===== src/rtl/hit_detect.sv =====
// Turns per-player flame-overlap levels into single-cycle hit pulses, tracks lives and
// post-hit invulnerability, and declares round end and winner.
module hit_detect #(
  parameter logic [1:0] LIVES        = 2'd3,
  parameter logic [9:0] INVULN_TICKS = 10'h010
) (
  input  logic       Clk,
  input  logic       Reset,
  input  logic [9:0] timer,
  input  logic       round_start,
  input  logic       p1_in_flame,
  input  logic       p2_in_flame,
  output logic       p1gain,
  output logic       p2gain,
  output logic [1:0] p1_lives,
  output logic [1:0] p2_lives,
  output logic       p1_invuln,
  output logic       p2_invuln,
  output logic       game_over,
  output logic [1:0] winner
);

  typedef enum logic [1:0] {ALIVE = 2'd0, INVULN = 2'd1, DEAD = 2'd2} player_state_t;
  typedef enum logic {PLAY = 1'b0, OVER = 1'b1} round_state_t;

  // Index 0 is P1, index 1 is P2.
  player_state_t state_r [2];
  player_state_t state_s [2];
  logic [1:0]    lives_r [2];
  logic [1:0]    lives_s [2];
  logic [9:0]    stamp_r [2];
  logic [9:0]    stamp_s [2];
  logic [9:0]    elapsed_s [2];
  logic          in_flame_s [2];
  logic          hit_s [2];
  logic          fatal_s [2];
  logic          invuln_r [2];
  round_state_t  round_r;
  round_state_t  round_s;
  logic [1:0]    winner_s;
  logic [1:0]    winner_r;
  logic          game_over_r;
  logic          p1gain_r;
  logic          p2gain_r;

  // Per-player next state: hits only land on ALIVE players while the round is in play.
  always_comb begin
    in_flame_s[0] = p1_in_flame;
    in_flame_s[1] = p2_in_flame;
    for (int i = 0; i < 2; i++) begin
      state_s[i]   = state_r[i];
      lives_s[i]   = lives_r[i];
      stamp_s[i]   = stamp_r[i];
      hit_s[i]     = 1'b0;
      fatal_s[i]   = 1'b0;
      elapsed_s[i] = timer - stamp_r[i];
      case (state_r[i])
        ALIVE: begin
          if (in_flame_s[i] && (round_r == PLAY)) begin
            hit_s[i] = 1'b1;
            if (lives_r[i] <= 2'd1) begin
              lives_s[i] = 2'd0;
              fatal_s[i] = 1'b1;
              state_s[i] = DEAD;
            end else begin
              lives_s[i] = lives_r[i] - 2'd1;
              stamp_s[i] = timer;
              state_s[i] = INVULN;
            end
          end else begin
            state_s[i] = ALIVE;
          end
        end
        INVULN: begin
          // Modular 10-bit difference keeps the window correct across timer wrap.
          if (elapsed_s[i] >= INVULN_TICKS) begin
            state_s[i] = ALIVE;
          end else begin
            state_s[i] = INVULN;
          end
        end
        DEAD:    state_s[i] = DEAD;
        default: state_s[i] = ALIVE;
      endcase
    end
  end

  // Round next state and winner; a fatal hit can only occur while in PLAY.
  always_comb begin
    round_s  = round_r;
    winner_s = winner_r;
    case (round_r)
      PLAY: begin
        if (fatal_s[0] || fatal_s[1]) begin
          round_s = OVER;
        end else begin
          round_s = PLAY;
        end
      end
      OVER:    round_s = OVER;
      default: round_s = PLAY;
    endcase
    if (fatal_s[0] && fatal_s[1]) begin
      winner_s = 2'b11;
    end else if (fatal_s[0]) begin
      winner_s = 2'b10;
    end else if (fatal_s[1]) begin
      winner_s = 2'b01;
    end else begin
      winner_s = winner_r;
    end
  end

  // State and output registers; round_start shares the reset behaviour.
  always_ff @(posedge Clk) begin
    if (Reset || round_start) begin
      for (int i = 0; i < 2; i++) begin
        state_r[i]  <= ALIVE;
        lives_r[i]  <= LIVES;
        stamp_r[i]  <= 10'h000;
        invuln_r[i] <= 1'b0;
      end
      round_r     <= PLAY;
      winner_r    <= 2'b00;
      game_over_r <= 1'b0;
      p1gain_r    <= 1'b0;
      p2gain_r    <= 1'b0;
    end else begin
      for (int i = 0; i < 2; i++) begin
        state_r[i]  <= state_s[i];
        lives_r[i]  <= lives_s[i];
        stamp_r[i]  <= stamp_s[i];
        invuln_r[i] <= (state_s[i] == INVULN);
      end
      round_r     <= round_s;
      winner_r    <= winner_s;
      game_over_r <= (round_s == OVER);
      p1gain_r    <= hit_s[1];
      p2gain_r    <= hit_s[0];
    end
  end

  assign p1gain    = p1gain_r;
  assign p2gain    = p2gain_r;
  assign p1_lives  = lives_r[0];
  assign p2_lives  = lives_r[1];
  assign p1_invuln = invuln_r[0];
  assign p2_invuln = invuln_r[1];
  assign game_over = game_over_r;
  assign winner    = winner_r;

endmodule


===== config.mk =====
export PLATFORM = sky130hd
export DESIGN_NAME = hit_detect
export DESIGN_NICKNAME = d
export VERILOG_FILES = /design/src/rtl/hit_detect.sv
export SDC_FILE = /design/constraint.sdc
export NUM_CORES = 1
export LEC_CHECK = 0
export ABC_AREA = 1
export BUFFER_PORTS_ARGS = -buffer_cell sky130_fd_sc_hd__buf_2
export CORE_UTILIZATION = 45
export DETAILED_ROUTE_END_ITERATION = 6
export PLACE_DENSITY_LB_ADDON = 0.3
export SLEW_MARGIN = 15
export SYNTH_ARGS = -nofsm -noshare
export SYNTH_HDL_FRONTEND = slang
export SYNTH_SLANG_ARGS = --single-unit
export TNS_END_PERCENT = 100

===== constraint.sdc =====
create_clock -name Clk -period 3.44 [get_ports Clk]
set_input_delay 0 -clock Clk [delete_from_list [all_inputs] [get_ports Clk]]
set_output_delay 0 -clock Clk [all_outputs]
set_load 0.03 [all_outputs]

# Yosys cells after proc, flatten, opt, wreduce, memory -nomap -nowiden
# Memories as Yosys holds them, arrays and structs flattened.
# Cells that the tools add are included.
word_totals:
  ff_bits: 5
  latch_bits: 0
  mem_bits_rw: 30
  romBits: 0
  in_bits: 15
  out_inout_bits: 11
  elab_cells: 87
  memories: 4
op_classes:
  add_sub_neg: 4
  mul: 0
  div_mod_pow: 0
  order_cmp: 4
  eq_ne: 6
  n_shift: 0
  mux: 44
  bitwise_logic: 11
  reduce_logical: 10
mem_list:
  columns: ["memory", "words", "width", "rd", "rd_clocked_by_memory_dff", "wr", "line_no", "text"]
  rows:
  - ["stamp_r", 2, 10, 2, 0, 2, "31", "logic [9:0] stamp_r [2];"]
  - ["lives_r", 2, 2, 2, 0, 2, "29", "logic [1:0] lives_r [2];"]
  - ["state_r", 2, 2, 2, 0, 2, "27", "player_state_t state_r [2];"]
  - ["invuln_r", 2, 1, 2, 0, 2, "37", "logic invuln_r [2];"]
ops:
  columns: ["cell", "n"]
  rows:
  - ["two-way mux 10 bit", 8]
  - ["two-way mux 2 bit", 17]
  - [">= comparator 10 x 5 -> 1 bit, second input constant", 2]
  - ["subtractor 10 bit", 2]
  - ["two-way mux 1 bit", 16]
  - ["one-hot mux 2 bit (3 select lines)", 2]
  - ["equality test 2 x 1 -> 1 bit, second input constant", 4]
  - ["OR 1 bit", 8]
  - ["equality test 2 bit, second input constant", 2]
  - ["<= comparator 2 x 1 -> 1 bit, second input constant", 2]
  - ["zero test 2 bit", 2]
  - ["OR reduction 2 bit", 2]
  - ["subtractor 2 x 1 -> 2 bit, second input constant", 2]
  - ["logical AND 1 bit", 3]
  - ["inverter 1 bit", 3]
  - ["nonzero test 3 bit", 1]
  - ["logical OR 1 bit", 2]
  - ["one-hot mux 1 bit (2 select lines)", 1]

# Longest topological paths before layout
# An unclocked memory read counts as a cell.
logic_depth:
  ltp_word: 8
  ltp_mapped: 15

# Worst setup path after synthesis
# OpenSTA, ideal clock, no wires.
synth_timing:
  kind: "register -> register"
  startpoint: "memory stamp_r[0][0]"
  endpoint: "memory invuln_r[0][0]"
  setup_time_ns: 0.115
  arrival_ns: 1.526
  required_time_ns: 3.325
  path_slack_ns: 1.799
  stages_incl_launch_ff: 14
  path_buffers: 0
  cell_sequence: "dfxtp_1 ha_1 inv_1 fa_1 nand3_1 nand3_1 nand2_1 nand3_1 nand2_1 inv_1 nand3_1 nor2_1 nor2_1 nor2_1"
synth_rtl:
  columns: ["item", "line_no"]
  rows:
  - ["start, declared", "31"]
  - ["end, declared", "37"]

==> run summary <==
status - finished clean
Avg Inst Size Synth - 6.64 sq um
Setup violations, final - 0
initial core utilization - 47.8%
Post-CTS Hold Buffers - 0
total wire length - 4390 um
Post-Syn Area - 2140 sq um
Max VDD drop - 252 uV
crit end category - flip-flop
Die Span Y - 70.9 um
CTS tree - done
Final Critical Period - 1.79 ns
FMAX - 558 MHz
post-synthesis cell count - 322
Syn Nets - 357
GPL Wtd Cong - 0.832
Hold WS - 0.00645 ns
post-synth cell types - 25
Pleak - 0.00120 uW
Area Overhead vs Synth - 12.5%
via count - 2025
gr ovfl total - 0
post-CTS setup buffer count - 0
Setup CP Type - reg -> reg
Clock Root Buffer - clkbuf_8
fin crit share - 52.1%
placed cell areas - 2310 sq um
overall power - 966 uW
CP max-delay cell - fa_1
Post-DRT Antenna Nets - 0
pre-CTS WS - 1.66 ns
Worst Tran Pin Value - 0.536 ns
number of fillers in the final layout - 468
io pins - 26
Hold Crit Class - in -> reg
CP Data Required Time - 3.63 ns
PwrDens - 402 nW/um^2
wire per inst - 10.9 um
Max Root-Sink Buffers - 2
startpoint types - flip-flop
vias per inst - 5.02
Syn. warnings - 0
PortBufs - 25
First DRT Iteration DRCs - 75
share of layout cells above drive strength 1 - 11.1%
pin count of the biggest net entering global routing - 27
Final Hold Vio Count - 0
final critical-path setup slack - 1.65 ns
multi-input gate area in the final layout - 1200 sq um
Max-cap violations - 0
Final Skew - 0.00711 ns
Seq cells post-synth - 35
drt first pass iters - 7
CTS Buf Count - 5
aggregate global-route resource usage - 18.9%
most frequent CP cell - nand2_1
final net count - 385
CP Max Fanout - 3
number of global-route vias before repair - 1840
design area - 2410 sq um
worst skew pair latency - 0.29 ns
number of remaining DRC errors - 0
crit path cell chain - ha_1, inv_1, fa_1, nand3_1, nand3_1, nand2_1, nand2_1, nand2_1, nand2_1, nand3_1, nor2_1, nor2_1, nor2_1
Die Wd - 70.9 um
Pins Over Slew Limit - 0
hpwl dp - 3380 um
CP peak stage delay - 0.35 ns
Rows - 24
crit path DAT - 1.98 ns
H-tree depth - 2
total die area - 5030 sq um
register area share after synthesis - 32.8%
flip-flop and latch area - 701 sq um
Core Area - 4470 sq um
setup tns final - 0 ns
global-route wire length before repair - 7580 um
Ant. Diodes - 0
Post-CTS Resized - 0
Sink Count - 35
RSZ-0062 raised after global routing - no
Clk pin slew, worst setup/hold paths - 0.07 ns
relative slew slack - 64.2%
initial antenna violation count - 0
==> path summary, 6_finish.rpt <==
kind / start / to / slack, ns / cells after the start
worst min register to register: stamp_r[0][2] / stamp_r[0][2] / 0.46 / 2
worst min-delay path: timer[0] / stamp_r[0][10] / 0.006 / 3
worst max register to register: stamp_r[0][0] / invuln_r[0][0] / 1.65 / 13
worst max-delay path: stamp_r[0][0] / invuln_r[0][0] / 1.65 / 13
==> metrics by stage <==
step                utilization (%)  cells
floorplan                         -    322
global placement               51.6    395
detailed placement             51.6    395
CTS                            53.8    403
global route                   53.8    403
finish                         53.8    403
==> critical path: cells and delay by family, from the launching register on <==
family / cells / cell delay (ns)
buffers and inverters: 1 / 0.06
flip-flops: 1 / 0.34
adder cells (fa/ha/maj): 2 / 0.51
AND/OR/NAND/NOR: 10 / 0.76
==> synthesized netlist by cell type <==
cell type  instances  area (sq um)
a21o_1             1          7.51
a21oi_1           33           165
and2_4             1          8.76
buf_2              1          5.00
buf_6              1          11.3
clkbuf_1           2          7.51
clkbuf_2           1          5.00
dfxtp_1           35           701
fa_1               2          40.0
ha_1              18           225
inv_1             54           203
inv_2              1          3.75
nand2_1           78           293
nand2_2            1          6.26
nand3_1           19          95.1
nand3b_1           3          22.5
nand4_1            6          37.5
nor2_1            33           124
nor2_2             1          6.26
o21a_1             1          7.51
o21ai_0           25           125
o21ai_1            1          5.00
o21bai_1           1          7.51
or2_4              1          8.76
xor2_1             2          17.5
==> area by class of cell <==
type	instances	share of cell area, %
Multi-Input combinational cell	227	50.0
Timing Repair Buffer	26	5.51
Sequential cell	35	29.1
Clock inverter	2	0.676
Tap cell	52	2.70
Clock buffer	6	3.43
Inverter	55	8.58
==> kinds of logic (layout without fill, tap and decap cells) <==
| kind of cell | count (synthesis) | in the layout | synth area share [%] |
|---|---|---|---|
| fa+ha+maj | 20 | 20 | 12.4 |
| flops | 35 | 35 | 32.8 |
| xor+xnor | 2 | 2 | 0.819 |
| buf+inv | 60 | 89 | 11.0 |
| simple gates | 143 | 143 | 28.1 |
| compound gates | 62 | 62 | 14.9 |
==> layout by cell type (no fill, tap or decap), drive strengths merged, types with 18 or more instances in the layout <==
master / netlist / routed
nor2: 34 / 34
a21oi: 33 / 33
nand2: 79 / 79
dfxtp: 35 / 35
ha: 18 / 18
o21ai: 26 / 26
buf: 2 / 26
nand3: 19 / 19
inv: 55 / 55
==> state kept, by name, summed over array words and instances (netlist names) <==
register and flops:
invuln_r 2, stamp_r 20, p1gain 1, state_r 4, game_over 1, winner 2
lives_r 4, p2gain 1
==> power by group <==
part | switching (uW) | internal (uW) | total (uW)
clock | 158 | 163 | 321
sequential | 6.44 | 421 | 428
combinational | 140 | 78.0 | 218
total | 304 | 663 | 966
==> metal layers <==
layer / GRT usage (%) / up-vias / share of wire (%)
met3: 4.27 / 7 / 3.9
met1: 23.1 / 898 / 52
met5: 0 / - / 0
li1: - / 1081 / -
met2: 32.7 / 39 / 43
met4: 6.67 / 0 / 1.3
Power figures use the tool's default switching activity.
